<file path="src/rtl/ref_mem_reader_if.sv">
// Control, RAM-port and output-stream signals of the reference RAM reader.
// Ports: start/start_addr/num_words/busy/done, mem_*, out_* (master = reader).
interface ref_mem_reader_if #(
  parameter int ADDR_WIDTH = 9
);
  logic                  start;
  logic [ADDR_WIDTH-1:0] start_addr;
  logic [ADDR_WIDTH:0]   num_words;
  logic                  busy;
  logic                  done;
  logic [ADDR_WIDTH-1:0] mem_address;
  logic                  mem_rden;
  logic                  mem_wren;
  logic [31:0]           mem_q;
  logic [31:0]           out_data;
  logic                  out_valid;
  logic                  out_ready;

  modport master (
    input  start, start_addr, num_words,
    input  mem_q, out_ready,
    output busy, done,
    output mem_address, mem_rden, mem_wren,
    output out_data, out_valid
  );

  modport slave (
    output start, start_addr, num_words,
    output mem_q, out_ready,
    input  busy, done,
    input  mem_address, mem_rden, mem_wren,
    input  out_data, out_valid
  );
endinterface

</file>
<file path="src/rtl/ref_mem_reader.sv">
// Streams a contiguous range of a 2-cycle-latency RAM out on valid/ready.
// Ports: clock, rst (async, active-high), bus (ref_mem_reader_if.master).
module ref_mem_reader #(
  parameter int DEPTH        = 512,
  parameter int ADDR_WIDTH   = 9,
  parameter int READ_LATENCY = 2,
  parameter int FIFO_DEPTH   = 4
) (
  input logic              clock,
  input logic              rst,
  ref_mem_reader_if.master bus
);

  localparam int PW = $clog2(FIFO_DEPTH);
  localparam int CW = PW + 2;

  typedef enum logic [1:0] {
    IDLE,
    ISSUE,
    DRAIN
  } state_e;

  state_e                  state_q, state_d;
  logic [ADDR_WIDTH-1:0]   addr_q, addr_d;
  logic [ADDR_WIDTH:0]     remaining_q, remaining_d;
  logic [ADDR_WIDTH-1:0]   mem_address_q, mem_address_d;
  logic                    mem_rden_q, mem_rden_d;
  logic                    busy_q, busy_d;
  logic                    done_q, done_d;
  logic [READ_LATENCY-1:0] vld_q, vld_d;
  logic [PW:0]             in_flight_q, in_flight_d;
  logic [31:0]             fifo_q [FIFO_DEPTH];
  logic [31:0]             fifo_d [FIFO_DEPTH];
  logic [PW-1:0]           wr_ptr_q, wr_ptr_d;
  logic [PW-1:0]           rd_ptr_q, rd_ptr_d;
  logic [PW:0]             count_q, count_d;

  logic                    push;
  logic                    pop;
  logic                    issue;
  logic [CW-1:0]           credit;

  always_comb begin
    push          = vld_q[READ_LATENCY-1];
    pop           = (count_q != '0) && bus.out_ready;
    // Occupancy after this edge if nothing new issues; a pop this
    // cycle frees its slot in time for a back-to-back read.
    credit        = CW'(in_flight_q) + CW'(count_q) - CW'(pop);
    issue         = 1'b0;
    state_d       = state_q;
    addr_d        = addr_q;
    remaining_d   = remaining_q;
    mem_address_d = mem_address_q;
    mem_rden_d    = 1'b0;
    busy_d        = busy_q;
    done_d        = 1'b0;

    unique case (state_q)
      IDLE: begin
        if (bus.start) begin
          if (bus.num_words == '0) begin
            done_d = 1'b1;
          end else begin
            addr_d      = bus.start_addr;
            remaining_d = bus.num_words;
            busy_d      = 1'b1;
            state_d     = ISSUE;
          end
        end
      end
      ISSUE: begin
        if (credit < CW'(FIFO_DEPTH)) begin
          issue         = 1'b1;
          mem_rden_d    = 1'b1;
          mem_address_d = addr_q;
          // Wrap at DEPTH, which need not be a power of two.
          if (addr_q == ADDR_WIDTH'(DEPTH - 1)) begin
            addr_d = '0;
          end else begin
            addr_d = addr_q + ADDR_WIDTH'(1);
          end
          remaining_d = remaining_q - (ADDR_WIDTH + 1)'(1);
          if (remaining_q == (ADDR_WIDTH + 1)'(1)) begin
            state_d = DRAIN;
          end
        end
      end
      DRAIN: begin
        // Finish on the handshake of the very last word.
        if (in_flight_q == '0 && count_q == (PW + 1)'(1) && pop) begin
          done_d  = 1'b1;
          busy_d  = 1'b0;
          state_d = IDLE;
        end
      end
      default: begin
        state_d = IDLE;
      end
    endcase

    // Valid bits ride alongside the read so the tail lines up with mem_q.
    vld_d[0] = mem_rden_q;
    for (int i = 1; i < READ_LATENCY; i++) begin
      vld_d[i] = vld_q[i-1];
    end

    // Counts reads from issue until their data enters the FIFO.
    in_flight_d = in_flight_q + (PW + 1)'(issue) - (PW + 1)'(push);

    fifo_d = fifo_q;
    if (push) begin
      fifo_d[wr_ptr_q] = bus.mem_q;
    end
    wr_ptr_d = wr_ptr_q + PW'(push);
    rd_ptr_d = rd_ptr_q + PW'(pop);
    count_d  = count_q + (PW + 1)'(push) - (PW + 1)'(pop);
  end

  always_ff @(posedge clock or posedge rst) begin
    if (rst) begin
      state_q       <= IDLE;
      addr_q        <= '0;
      remaining_q   <= '0;
      mem_address_q <= '0;
      mem_rden_q    <= 1'b0;
      busy_q        <= 1'b0;
      done_q        <= 1'b0;
      vld_q         <= '0;
      in_flight_q   <= '0;
      wr_ptr_q      <= '0;
      rd_ptr_q      <= '0;
      count_q       <= '0;
      for (int i = 0; i < FIFO_DEPTH; i++) begin
        fifo_q[i] <= '0;
      end
    end else begin
      state_q       <= state_d;
      addr_q        <= addr_d;
      remaining_q   <= remaining_d;
      mem_address_q <= mem_address_d;
      mem_rden_q    <= mem_rden_d;
      busy_q        <= busy_d;
      done_q        <= done_d;
      vld_q         <= vld_d;
      in_flight_q   <= in_flight_d;
      wr_ptr_q      <= wr_ptr_d;
      rd_ptr_q      <= rd_ptr_d;
      count_q       <= count_d;
      for (int i = 0; i < FIFO_DEPTH; i++) begin
        fifo_q[i] <= fifo_d[i];
      end
    end
  end

  assign bus.mem_address = mem_address_q;
  assign bus.mem_rden    = mem_rden_q;
  assign bus.mem_wren    = 1'b0;
  assign bus.busy        = busy_q;
  assign bus.done        = done_q;
  assign bus.out_valid   = (count_q != '0);
  assign bus.out_data    = fifo_q[rd_ptr_q];

  no_fifo_overflow: assert property (
    @(posedge clock) disable iff (rst)
    !(push && !pop && count_q == (PW + 1)'(FIFO_DEPTH))
  );

endmodule

</file>
<file path="src/flat_wrapper.sv">
// flat-port wrapper written by rule: the top's interface ports become plain ports
module ref_mem_reader_flat 
#(
  parameter int DEPTH        = 512,
  parameter int ADDR_WIDTH   = 9,
  parameter int READ_LATENCY = 2,
  parameter int FIFO_DEPTH   = 4
)
  (clock, rst, bus_start, bus_start_addr, bus_num_words, bus_mem_q, bus_out_ready, bus_busy, bus_done, bus_mem_address, bus_mem_rden, bus_mem_wren, bus_out_data, bus_out_valid);
  ref_mem_reader_if #(.ADDR_WIDTH(ADDR_WIDTH)) bus_i ();
  input logic clock;
  input logic rst;
  input wire logic [$bits(bus_i.start)-1:0] bus_start;
  input wire logic [$bits(bus_i.start_addr)-1:0] bus_start_addr;
  input wire logic [$bits(bus_i.num_words)-1:0] bus_num_words;
  input wire logic [$bits(bus_i.mem_q)-1:0] bus_mem_q;
  input wire logic [$bits(bus_i.out_ready)-1:0] bus_out_ready;
  output wire logic [$bits(bus_i.busy)-1:0] bus_busy;
  output wire logic [$bits(bus_i.done)-1:0] bus_done;
  output wire logic [$bits(bus_i.mem_address)-1:0] bus_mem_address;
  output wire logic [$bits(bus_i.mem_rden)-1:0] bus_mem_rden;
  output wire logic [$bits(bus_i.mem_wren)-1:0] bus_mem_wren;
  output wire logic [$bits(bus_i.out_data)-1:0] bus_out_data;
  output wire logic [$bits(bus_i.out_valid)-1:0] bus_out_valid;
  assign bus_i.start = bus_start;
  assign bus_i.start_addr = bus_start_addr;
  assign bus_i.num_words = bus_num_words;
  assign bus_i.mem_q = bus_mem_q;
  assign bus_i.out_ready = bus_out_ready;
  assign bus_busy = bus_i.busy;
  assign bus_done = bus_i.done;
  assign bus_mem_address = bus_i.mem_address;
  assign bus_mem_rden = bus_i.mem_rden;
  assign bus_mem_wren = bus_i.mem_wren;
  assign bus_out_data = bus_i.out_data;
  assign bus_out_valid = bus_i.out_valid;
  ref_mem_reader #(.DEPTH(DEPTH), .ADDR_WIDTH(ADDR_WIDTH), .READ_LATENCY(READ_LATENCY), .FIFO_DEPTH(FIFO_DEPTH)) u_core (.clock(clock), .rst(rst), .bus(bus_i));
endmodule
</file>
<file path="config.mk">
export PLATFORM = sky130hd
export DESIGN_NAME = ref_mem_reader_flat
export DESIGN_NICKNAME = d
export VERILOG_FILES = /design/src/rtl/ref_mem_reader_if.sv /design/src/rtl/ref_mem_reader.sv /design/src/flat_wrapper.sv
export SDC_FILE = /design/constraint.sdc
export NUM_CORES = 1
export LEC_CHECK = 0
export ABC_AREA = 0
export BUFFER_PORTS_ARGS = -buffer_cell sky130_fd_sc_hd__buf_2
export CAP_MARGIN = 25
export CORE_UTILIZATION = 40
export DETAILED_ROUTE_END_ITERATION = 12
export SYNTH_ARGS = -nofsm -noshare
export SYNTH_HDL_FRONTEND = slang
export SYNTH_SLANG_ARGS = --single-unit
</file>
<file path="constraint.sdc">
create_clock -name clock -period 6.1 [get_ports clock]
set_clock_uncertainty 0.1 [all_clocks]
set_input_delay 0 -clock clock [delete_from_list [all_inputs] [get_ports clock]]
set_output_delay 0 -clock clock [all_outputs]
set_load 0.01 [all_outputs]
</file>
======== After elaboration in Yosys (flattened, before gate mapping) ========
Index checks and enable logic that the tools add are counted.
word-level totals
  bits in registers ....................... 173
  output and inout port bits .............. 46
  word-level logic and storage cells ...... 87
operators by class
  add/subtract/negate cells ............... 10
  $lt $le $gt $ge ......................... 4
  eq/ne operators ......................... 10
  mux-type cells .......................... 31
  bitwise gates (word level) .............. 2
  reductions and logical operators ........ 14
operators by type and width
  kind                                                                     number
  128-bit bitwise mux                                                      1
  32-bit 2-to-1 mux                                                        3
  32-bit binary-select mux with 2-bit select                               1
  32-bit demux with 2-bit select                                           1
  9-bit 2-to-1 mux                                                         4
  10-bit 2-to-1 mux                                                        3
  10-bit case mux with 2 select lines                                      1
  9-bit case mux with 2 select lines                                       1
  10-bit by 1-bit == test with 1-bit output, second input constant         1
  10-bit logical NOT                                                       1
  2-bit 2-to-1 mux                                                         5
  10-bit by 1-bit subtractor with 10-bit output, second input constant     1
  9-bit by 1-bit adder with 9-bit output, second input constant            1
  9-bit == test, second input constant                                     1
  1-bit 2-to-1 mux                                                         8
  4-bit AND reduction                                                      2
  3-bit by 1-bit adder with 3-bit output                                   2
  3-bit >= comparator, second input constant                               2
  2-bit by 1-bit inequality test with 1-bit output, second input constant  3
  2-bit inverter with 3-bit output                                         2
  2-bit case mux with 3 select lines                                       1
  3-bit by 1-bit subtractor with 3-bit output                              2
  5-bit AND reduction                                                      1
  2-bit by 1-bit adder with 2-bit output                                   2
  other kinds (15)                                                         21

======== Logic depth before layout (Yosys ltp) ========
Gate-level depths: netlist of the first run.
  depth after elaboration ................. 8
  depth in mapped cells ................... 13
  depth with buffers taken out ............ 12

======== Least setup slack after synthesis of the first run ========
OpenSTA, ideal clock, no wires.
  path kind ............................... reg2reg
  start point ............................. reg u_core.count_q[1]
  end point ............................... reg u_core.in_flight_q[1]
  arrival ................................. 2.755 ns
  path slack .............................. 3.181 ns
  cell stages (with the launch flop) ...... 13
  period minus slack after synthesis ...... 2.919 ns
  path through ............................ dfrtp_1 -> or3_1 -> nand3_1 -> ha_1 -> and4_1 -> a32o_1 -> o21ai_2 -> inv_2 -> buf_2 -> ha_1 -> inv_1 -> fa_1 -> inv_1
between the ends
  word-level cells in the longest chain between the ends .. 8
  elaborated cells between the ends (all ways) .. 9
  classes of those cells .................. add/sub: 4; order compare: 1; mux: 2; reduce/logical: 2
ends and longest elaborated chain
  item                                                   RTL line               text
  start: declaration                                     ref_mem_reader.sv:36   logic [PW:0] count_q, count_d;
  start signal: assignment                               ref_mem_reader.sv:148  count_q <= count_d;
  3-bit nonzero test                                     n/a
  via bus_out_valid                                      flat_wrapper.sv:24     output wire logic [$bits(bus_i.out_valid)-1:0] bus_out_valid;
  1-bit logical AND                                      ref_mem_reader.sv:45   pop = (count_q != '0) && bus.out_ready;
  4-bit by 1-bit subtractor with 4-bit output            ref_mem_reader.sv:48   credit = CW'(in_flight_q) + CW'(count_q) - CW'(pop);
  4-bit by 3-bit less-than comparator with 1-bit output  ref_mem_reader.sv:72   if (credit < CW'(FIFO_DEPTH)) begin
  1-bit 2-to-1 mux                                       ref_mem_reader.sv:72
  1-bit 2-to-1 mux                                       ref_mem_reader.sv:58   unique case (state_q)
  via u_core.issue                                       ref_mem_reader.sv:40   logic issue;
  3-bit by 1-bit adder with 3-bit output                 ref_mem_reader.sv:108  in_flight_d = in_flight_q + (PW + 1)'(issue) - (PW + 1)'(push);
  3-bit by 1-bit subtractor with 3-bit output            ref_mem_reader.sv:108
  via u_core.in_flight_d[1]                              ref_mem_reader.sv:31   logic [PW:0] in_flight_q, in_flight_d;
  end signal: assignment                                 ref_mem_reader.sv:145  in_flight_q <= in_flight_d;
  end: declaration                                       ref_mem_reader.sv:31
The timed path passes the listed nets, and every way through them passes these cells.
A chain may end at the register's enable or synchronous reset.

======== Final worst setup path of the first run ========
  start point ............................. reg u_core.count_q[1]
  end point ............................... reg u_core.remaining_q[9]
between the ends
  word-level cells in the longest chain between the ends .. 6
  elaborated cells between the ends (all ways) .. 7
  classes of those cells .................. add/sub: 2; order compare: 1; eq/ne: 1; reduce/logical: 3
ends and longest elaborated chain
  item                                                                            RTL line               text
  branches (longest 2 deep; another with 3-bit by 3-bit adder with 4-bit output)  n/a
  4-bit by 1-bit subtractor with 4-bit output (*)                                 ref_mem_reader.sv:48
  4-bit by 3-bit less-than comparator with 1-bit output (*)                       ref_mem_reader.sv:72
  2-bit by 1-bit inequality test with 1-bit output (no source line) (*)           n/a
  4-bit AND reduction (no source line) (*)                                        n/a
  end signal: assignment                                                          ref_mem_reader.sv:139  remaining_q <= remaining_d;
  end: declaration                                                                ref_mem_reader.sv:25   logic [ADDR_WIDTH:0] remaining_q, remaining_d;
Mark *: on every way between the ends.

==> flow_summary.json, run 1 <==
{
  "status": "complete, no violations",
  "numCtsBuffers": 17,
  "tightestPinTransition_ns": 0.9647,
  "grt_pass1_wl_mm": 28.63,
  "drive_gt1_share_pct": 41.84,
  "area_growth_pct": 25.15,
  "grtUsageTotal_pct": 18.36,
  "cts_root_buffer": "clkbuf_16",
  "finalInstanceArea_um2": 9973,
  "route.antenna.remaining_nets": 0,
  "ys_types": 54,
  "fp.coreArea_um2": 19530,
  "clock.fmax_ghz": 0.2631,
  "grt_pass1_vias": 5632,
  "synth.top_cells.by_count": "173 x dfrtp_1, 129 x mux2_2, 41 x nand2_1",
  "syn_nets": 653,
  "synth_ff_type": "dfrtp_1",
  "synth_area_per_cell_um2": 13.65,
  "drt_pass1_iterations": 4,
  "insertion_delay_ns": 0.43,
  "arrival_ns": 4.07,
  "highest_layer": "met4",
  "pwr-share-clk_pct": 46.7,
  "synth-seq-cells": 173,
  "rows": 51,
  "pwr-share-comb_pct": 5.2,
  "required_ns": 6.37,
  "rsz0062_at_grt": "no",
  "synth_top_area_cell": "dfrtp_1",
  "synth_seq_area_share_pct": 54.33,
  "synth.top_cells.by_area": "dfrtp_1 54%, mux2_2 18%, mux4_2 9.0%",
  "worstPathMaxFanout": 24,
  "post-synth-top-count-cell": "dfrtp_1",
  "stdcell_count": 1013,
  "power_w": 0.002501,
  "end_kind": "register",
  "vias": 5307,
  "clkTransAtPathRegs_ns": 0.07,
  "cellInternalPower_w": 0.001967,
  "seq_power_share_pct": 48.1,
  "start_util_pct": 40.81,
  "wl_met3_um": 797,
  "fin_nets": 804,
  "met1_length_mm": 7.544,
  "dieArea_um2": 20490,
  "finalCriticalPeriod_ns": 3.801,
  "syn_inst": 584,
  "antenna_found_initial": 0,
  "swShare_pct": 21.36,
  "cts_tree": "built",
  "drc": 0,
  "hold_viol": 0,
  "p_leak_nw": 4.595,
  "wl_per_cell_um": 17.17,
  "overflow": 0,
  "drt-initial-drc-count": 247,
  "ir_drop_mv": 0.1854,
  "die_width_um": 143.1,
  "start_kind": "register",
  "io_pins": 101,
  "hold_class": "in -> reg",
  "n_fill_cell": 1706,
  "yosysWarnings": 0,
  "crit_type": "reg -> reg",
  "clkSinkCount": 173,
  "fin_hold_ws_ns": 0.04511,
  "cap_violations": 0,
  "synth_edf_count": 0,
  "place_area_um2": 8735,
  "vias_per_cell": 5.239,
  "clk_path_buf_depth": 2,
  "placed_cells": 923,
  "diodes": 0,
  "hpwl_mm": 11.19,
  "h-tree-depth": 4,
  "yosysTopAreaCellShare_pct": 54.33,
  "post-route-period-util_pct": 62.31,
  "grt_max_degree": 94,
  "syn-cell-area_um2": 7969,
  "power_switching_w": 0.0005341,
  "setup_violations": 0,
  "drv_slew": 0,
  "port_buffers": 99,
  "slew-limit-headroom_pct": 35.69,
  "power.density_nw_per_um2": 250.7,
  "wl_mm": 17.39,
  "met2_length_mm": 8.830,
  "async_flop_share_pct": 100.0,
  "setup_tns_ns": 0,
  "cts.repair.resized": 0,
  "globalplace.congestion": 0.8099,
  "die_h_um": 143.1
}
[layer usage]
metal	vias up	global-route usage [%]
met5	-	0
met4	0	5.999
met3	20	4.259
met2	133	31.48
met1	2731	22.78
li1	2423	-
[power groups by stage]
stage                     clock, W  combinational, W  sequential, W
final                      0.00117          0.000131        0.00120
after global routing       0.00124          0.000148        0.00121
after detailed placement         0          0.000104        0.00122
after CTS                  0.00120          0.000132        0.00120
after global placement           0         0.0000980        0.00122
after floorplan                  0         0.0000622        0.00122
[critical path: stages (launching register included)]
cell           delay (ns)
dfrtp_1              0.44
or3_1                0.44
nand3_1              0.11
ha_1                 0.24
and4_1               0.20
a32o_1               0.23
o21ai_2              0.48
inv_2                0.34
nor2_1               0.43
o2bb2ai_1            0.16
dlygate4sd3_1        0.56
[registers in the layout, summed over array words and instances (netlist names)]
signal	flops
u_core.wr_ptr_q	2
u_core.state_q	2
u_core.fifo_q	128
u_core.rd_ptr_q	2
u_core.bus.mem_rden	1
u_core.bus.mem_address	9
u_core.vld_q	2
u_core.remaining_q	10
u_core.bus.busy	1
u_core.bus.done	1
u_core.addr_q	9
u_core.count_q	3
u_core.in_flight_q	3
[per-stage QoR]
step | worst slack, ns | util, %
final | 2.299 | 51.08
after global routing | 2.054 | 51.08
after CTS | 2.306 | 50.94
after detailed placement | 2.646 | 44.73
after global placement | 2.715 | 44.63
after floorplan | 1.312 | -
[cell usage in the layout (no fill, tap or decap), drive strengths merged, types with 2 or more instances in the layout]
cell type / count
dfrtp: 173
mux2: 130
buf: 107
dlygate4sd3: 57
nand2: 42
mux4: 32
inv: 26
clkbuf: 20
nor2: 18
nor3: 17
a21oi: 13
ha: 12
o21ai: 11
xnor2: 8
nand3: 8
nor4: 5
o2bb2ai: 5
or3: 4
nand4: 4
and3: 4
a211oi: 4
clkinvlp: 4
bufinv: 4
or2: 4
xor2: 3
a311oi: 3
nand3b: 2
nand2b: 2
mux2i: 2
o22ai: 2
a32oi: 2
o31ai: 2
fa: 2
nor3b: 2
[timing repair]
item / 4_1_cts / 5_1_grt
hold buffers: 57 / 0
hold endpoints to repair: 243 / 0
setup buffers: 0 / 0
[final timing paths]
kind / from / endpoint / slack [ns] / depth (start not counted)
setup / recovery: u_core.count_q[1]$_DFF_PP0_ / u_core.remaining_q[9]$_DFFE_PP0P_ / 2.30 / 10
hold / removal: bus_num_words[3] / u_core.remaining_q[3]$_DFFE_PP0P_ / 0.05 / 4
setup reg to reg: u_core.count_q[1]$_DFF_PP0_ / u_core.remaining_q[9]$_DFFE_PP0P_ / 2.30 / 10
hold reg to reg: u_core.vld_q[0]$_DFF_PP0_ / u_core.vld_q[1]$_DFF_PP0_ / 0.25 / 0
max in group asynchronous: rst / u_core.fifo_q[70]$_DFFE_PP0P_ / 4.54 / 5
min in group asynchronous: rst / u_core.fifo_q[91]$_DFFE_PP0P_ / 0.20 / 3
[final cells by class]
| type | instances | area [um^2] | share of cell area (%) |
|---|---|---|---|
| clock inverter | 12 | 183.9 | 1.844 |
| tap | 265 | 331.6 | 3.325 |
| multi-input combinational | 356 | 3420 | 34.29 |
| sequential | 173 | 4332 | 43.43 |
| clock buffer | 20 | 456.7 | 4.579 |
| inverter | 23 | 91.34 | 0.9158 |
| timing repair buffer | 164 | 1159 | 11.62 |
[cells by family after synthesis]
logic type | share of synthesized area [%]
buffers and inverters | 2.905
and+or+nand+nor | 7.128
AOI/OAI and AO/OA | 4.287
xor gates and xnor gates | 1.209
DFF | 54.33
adders and majority gates | 2.387
other | 0.04706
muxes | 27.71
Note: power is estimated with default switching activity, not from simulation.
==> inputs of run 2 (changes only) <==
- ABC_AREA: 0 -> 1
- clock period: 6.1 -> 3.8 ns (I/O delays scaled with it)
==> run 2 against run 1 <==
Total power grew to 3.6 times the previous value. Via count up 31%. Sequential power increased to 2.8 times the previous value. Sequential cell count stayed put. Largest cell class unchanged. Highest routed layer unchanged.
==> flow_summary.json, run 2 <==
{
  "crit_path_frequent_cell": "nand2_1",
  "fp.coreArea_um2": 19650,
  "diodes": 0,
  "die_width_um": 144.5,
  "cap_violations": 0,
  "vias": 6954,
  "start_util_pct": 41.34,
  "die_h_um": 144.5,
  "final_cell_mix": "239 x nand2_1, 212 x o21ai_0, 172 x dfrtp_1",
  "synth-seq-cells": 173,
  "async_flop_share_pct": 100.0,
  "power.density_nw_per_um2": 897.7,
  "final_util_pct": 50.97,
  "fin_nets": 1178,
  "grt_pass1_vias": 6459,
  "post_cts.repair.setup_buffers": 0,
  "seqCellArea_um2": 4330,
  "ys_types": 36,
  "setup_tns_ns": 0,
  "antenna_found_initial": 0,
  "clkSinkCount": 173,
  "overflow": 0,
  "synth_edf_count": 0,
  "io_pins": 101,
  "worstPathMaxFanout": 15,
  "cts.repair.resized": 0,
  "numCtsBuffers": 17,
  "tightestPinTransition_ns": 0.8181,
  "wl_per_cell_um": 14.35,
  "required_ns": 4.02,
  "arrival_ns": 3.10,
  "clock.fmax_ghz": 0.3473,
  "crit_type": "reg -> reg",
  "slowest_stage": "dfrtp_1",
  "yosysTopAreaCellShare_pct": 53.29,
  "cts_tree": "built",
  "n_fill_cell": 1916,
  "ctsHoldBuffers": 58,
  "dieArea_um2": 20880,
  "h-tree-depth": 4,
  "rows": 51,
  "yosysWarnings": 0,
  "globalplace.congestion": 0.7941,
  "vias_per_cell": 5.014,
  "drc": 0,
  "drt-initial-drc-count": 455,
  "ff2ff_setup_slack_ns": 0.92,
  "final_common_cell": "nand2_1",
  "post-route-period-util_pct": 75.76,
  "rsz0062_at_grt": "no",
  "synth.top_cells.by_area": "dfrtp_1 53%, o21ai_0 13%, nand2_1 11%",
  "slew-limit-headroom_pct": 45.27,
  "cellInternalPower_w": 0.005211,
  "syn-cell-area_um2": 8124,
  "ir_drop_mv": 0.5019,
  "regMostFlops": "u_core.fifo_q",
  "worst_r2r_endpoint": "u_core.in_flight_q[2]$_DFF_PP0_",
  "timing.rr.start": "u_core.count_q[1]$_DFF_PP0_",
  "hold_class": "in -> async",
  "synth_area_per_cell_um2": 8.290,
  "grt_max_degree": 114,
  "start_kind": "register",
  "clkTransAtPathRegs_ns": 0.07,
  "cts_root_buffer": "clkbuf_16",
  "p_leak_nw": 4.958,
  "route.antenna.remaining_nets": 0,
  "hold_viol": 0,
  "hpwl_mm": 11.83,
  "max_stage_delay_ns": 0.41,
  "drv_slew": 0,
  "post-synth-top-count-cell": "nand2_1",
  "seq_power_share_pct": 37.3,
  "r2r_cells": 17,
  "drive_gt1_share_pct": 14.62,
  "swShare_pct": 42.04,
  "area_growth_pct": 23.30,
  "grt_pass1_wl_mm": 32.97,
  "syn_inst": 980,
  "path_cells": "nor2_1 > nand2_1 > nand2_1 > inv_1 > nand2_1 > ha_1 > nand2_1 > inv_2 > nand2_1 > nand3b_1 > nand2_1 > nand2_4 > nor2_4 > ha_1 > inv_1 > fa_1 > xnor2_1",
  "end_kind": "register",
  "pwr-share-comb_pct": 43.8,
  "synth.top_cells.by_count": "241 x nand2_1, 212 x o21ai_0, 173 x dfrtp_1",
  "pwr-share-clk_pct": 19.0,
  "synth_ff_type": "dfrtp_1",
  "power_switching_w": 0.003780,
  "setup_violations": 0,
  "port_buffers": 99,
  "grtUsageTotal_pct": 20.41,
  "multi_input_area_um2": 3287,
  "wl_mm": 19.90,
  "drt_pass1_iterations": 5,
  "insertion_delay_ns": 0.43,
  "largestRegisters": "u_core.fifo_q (128), u_core.remaining_q (10)",
  "syn_nets": 1049,
  "status": "complete, no violations",
  "finalCriticalPeriod_ns": 2.879,
  "synth_top_area_cell": "dfrtp_1",
  "largest_reg_flops": 128,
  "synth_seq_area_share_pct": 53.29,
  "clk_path_buf_depth": 2
}
==> run 2: changes by cell type in the layout (fill, tap and decap cells not counted), sizes merged, moves of 5 or more <==
cell / before / now
o21ai: 11 / 212
o22ai: 2 / 33
nand4: 4 / 22
nand3: 8 / 16
clkinv: 1 / 7
nand2: 42 / 243
nor2: 18 / 98
inv: 26 / 80
o2bb2ai: 5 / 0
mux2: 130 / 0
mux4: 32 / 0
nor3: 17 / 2
==> run 2: worst max-delay path by stage <==
| stage | start | end |
|---|---|---|
| 2_1_floorplan | u_core.count_q[1]$_DFF_PP0_ | u_core.in_flight_q[2]$_DFF_PP0_ |
| 3_3_place_gp | u_core.count_q[1]$_DFF_PP0_ | u_core.in_flight_q[2]$_DFF_PP0_ |
| 3_5_place_dp | u_core.count_q[1]$_DFF_PP0_ | u_core.in_flight_q[2]$_DFF_PP0_ |
| 4_1_cts | u_core.count_q[1]$_DFF_PP0_ | u_core.in_flight_q[2]$_DFF_PP0_ |
| 5_1_grt | u_core.count_q[1]$_DFF_PP0_ | u_core.in_flight_q[2]$_DFF_PP0_ |
| 6_report | u_core.count_q[1]$_DFF_PP0_ | u_core.in_flight_q[2]$_DFF_PP0_ |
==> run 2: cell families after synthesis <==
logic type	synth area share [%]
compound gates	16.96
xor+xnor	1.078
fa+ha+maj	2.341
buf+inv	6.438
flops	53.29
other cells	0.04616
simple gates	19.85
==> run 2: layer usage <==
metal / global-route usage [%] / share of wire [%] / vias to the layer above
li1: - / - / 3486
met1: 28.95 / 50 / 3264
met2: 31.58 / 45 / 183
met3: 3.543 / 4.1 / 21
met4: 6.537 / 1.5 / 0
met5: 0 / 0 / -
==> run 2: cell type report <==
| cell class | count | area share (%) |
|---|---|---|
| clock buffer | 19 | 4.422 |
| tap | 265 | 3.310 |
| timing repair buffer | 168 | 12.02 |
| inverter | 76 | 2.885 |
| multi-input combinational | 673 | 32.81 |
| sequential | 173 | 43.23 |
| clock inverter | 13 | 1.324 |
==> run 2: metrics by stage <==
stage                     hold WS, ns  instances  cell area, um^2  setup slack, ns  total power (W)
after floorplan               0.09053        980             8128            1.098         0.006086
after global placement       -0.05819       1294             8806           0.9804         0.007141
after detailed placement     -0.04955       1297             8861           0.9233         0.007274
after CTS                     0.03740       1387            10020           0.9036         0.009063
after global routing          0.08029       1387            10020           0.7186         0.009827
final                         0.02460       1387            10020           0.9210         0.008992
==> run 2: power by group through the flow <==
stage               logic, W  clock network, W  registers [W]
floorplan            0.00285                 0        0.00323
global placement     0.00380                 0        0.00334
detailed placement   0.00392                 0        0.00336
CTS                  0.00398           0.00175        0.00334
global route         0.00454           0.00183        0.00346
finish               0.00394           0.00170        0.00335
==> run 2: worst max-delay path: cells and delay by family, from the launching register on <==
family                     cells  cell delay, ns
xor gates and xnor gates       1            0.14
adders and majority gates      3            0.82
buffers and inverters          3            0.15
and+or+nand+nor               10            1.16
DFF                            1            0.41
==> inputs of run 3 (changes only) <==
- clock period: 3.8 -> 2.55 ns (I/O delays scaled with it)
==> run 3 against run 2 <==
First-iteration DRC count fell by 29%. Global-route usage fell by 0.15 points. Sequential cell count did not move. Critical path type unchanged. Final area rose by 2.2%. Largest power group unchanged. Die area did not move.
==> flow_summary.json, run 3 (synthesis results as in run 2) <==
{
  "start_util_pct": 41.34,
  "globalplace.congestion": 0.8520,
  "wl_per_cell_um": 14.37,
  "hold_viol": 0,
  "hold_start": "u_core.vld_q[0]$_DFF_PP0_",
  "layout_setup_ws_ns": 0.05281,
  "h-tree-depth": 4,
  "clkSinkCount": 173,
  "cap_violations": 0,
  "timing.rr.start": "u_core.count_q[2]$_DFF_PP0_",
  "p_leak_nw": 5.044,
  "numCtsBuffers": 17,
  "dieArea_um2": 20880,
  "final_common_cell": "nand2_1",
  "start_kind": "register",
  "final_cell_mix": "234 x nand2_1, 212 x o21ai_0, 172 x dfrtp_1",
  "io_pins": 101,
  "tightestPinTransition_ns": 0.6369,
  "vias": 6951,
  "grt_max_degree": 65,
  "power.density_nw_per_um2": 1362,
  "finalCriticalPeriod_ns": 2.497,
  "hold_class": "reg -> reg",
  "antenna_found_initial": 0,
  "largestRegisters": "u_core.fifo_q (128), u_core.remaining_q (10)",
  "drv_slew": 0,
  "clkTransAtPathRegs_ns": 0.06,
  "insertion_delay_ns": 0.43,
  "setup_violations": 0,
  "cts_tree": "built",
  "rsz0062_at_grt": "yes",
  "largest_reg_flops": 128,
  "grt_pass1_vias": 6614,
  "die_width_um": 144.5,
  "finalInstanceArea_um2": 10240,
  "worstPathMaxFanout": 4,
  "drc": 0,
  "slowest_stage": "fa_2",
  "fin_hold_ws_ns": 0.2510,
  "diodes": 0,
  "cts_root_buffer": "clkbuf_16",
  "overflow": 0,
  "port_buffers": 99,
  "clock.fmax_ghz": 0.4005,
  "end_kind": "register",
  "ff2ff_setup_slack_ns": 0.05,
  "status": "complete, no violations",
  "place_area_um2": 8976,
  "clk_path_buf_depth": 2,
  "grtUsageTotal_pct": 20.26,
  "fp.coreArea_um2": 19650,
  "drive_gt1_share_pct": 17.69,
  "final_util_pct": 52.10,
  "max_stage_delay_ns": 0.50,
  "hpwl_mm": 12.40,
  "fin_nets": 1198,
  "arrival_ns": 2.72,
  "n_fill_cell": 1904,
  "worst_r2r_endpoint": "u_core.in_flight_q[1]$_DFF_PP0_",
  "place_ws_ns": 0.04623,
  "area_growth_pct": 26.04,
  "wl_mm": 20.22,
  "vias_per_cell": 4.940,
  "ir_drop_mv": 0.5802,
  "route.antenna.remaining_nets": 0,
  "hold_depth": 0,
  "regMostFlops": "u_core.fifo_q",
  "setup_tns_ns": 0,
  "r2r_cells": 16,
  "post-route-period-util_pct": 97.93,
  "required_ns": 2.77,
  "slew-limit-headroom_pct": 57.54,
  "worst_hold_path.endpoint": "u_core.vld_q[1]$_DFF_PP0_",
  "rows": 51,
  "die_h_um": 144.5,
  "path_cells": "inv_1 > ha_1 > inv_2 > ha_4 > nand2_2 > inv_2 > nand2_2 > nand2_1 > nand2_1 > nand2_2 > nand2_4 > nor2_4 > ha_4 > inv_2 > fa_2 > inv_1",
  "crit_type": "reg -> reg",
  "drt_pass1_iterations": 4,
  "grt_pass1_wl_mm": 32.73,
  "drt-initial-drc-count": 324
}
==> run 3: repair_timing <==
item	in CTS	in global routing
setup buffers	0	4
setup endpoints to repair	0	22
endpoints found under the hold margin	245	0
hold buffers	58	0
gates resized for setup	0	13
==> run 3: worst max path at each step <==
stage	from	to	cells past startpoint
floorplan	u_core.count_q[2]$_DFF_PP0_	u_core.in_flight_q[2]$_DFF_PP0_	18
global placement	u_core.count_q[1]$_DFF_PP0_	u_core.in_flight_q[2]$_DFF_PP0_	15
detailed placement	u_core.count_q[2]$_DFF_PP0_	u_core.in_flight_q[2]$_DFF_PP0_	13
CTS	u_core.count_q[1]$_DFF_PP0_	u_core.in_flight_q[2]$_DFF_PP0_	15
global route	u_core.count_q[2]$_DFF_PP0_	u_core.in_flight_q[1]$_DFF_PP0_	16
finish	u_core.count_q[2]$_DFF_PP0_	u_core.in_flight_q[1]$_DFF_PP0_	16
==> run 3: area by class of cell <==
type,instances,area [um^2],share of cell area (%)
clock buffers,18,439.2,4.289
clock inverters,14,157.7,1.540
inverters,76,289.0,2.823
multi-input cells,673,3358,32.80
flip-flops and latches,173,4330,42.29
well taps,265,331.6,3.238
repair buffers,188,1334,13.03
==> run 3: worst max-delay path: cells and delay by family, from the launching register on <==
kind | cells | cell delay (ns)
buffers and inverters | 5 | 0.21
AND/OR/NAND/NOR | 7 | 0.50
flip-flops | 1 | 0.39
adder cells (fa/ha/maj) | 4 | 1.20
==> run 3: per-stage QoR <==
stage | cells | total power [W]
6_report | 1407 | 0.01394
5_1_grt | 1407 | 0.01518
4_1_cts | 1403 | 0.01381
3_5_place_dp | 1313 | 0.01105
3_3_place_gp | 1313 | 0.01092
2_1_floorplan | 980 | 0.009104
==> run 3: layer usage <==
metal,global-route usage (%),up-vias,part of all wire (%)
li1,-,3519,-
met1,27.92,3276,49
met2,32.67,138,46
met3,3.510,18,3.9
met4,5.762,0,0.98
met5,0,-,0
==> run 3: power breakdown <==
group	switching, W	internal [W]	total (W)	leakage [nW]
registers	0.000845	0.00414	0.00498	2.05
logic	0.00377	0.00255	0.00632	2.71
clock network	0.00115	0.00149	0.00264	0.290
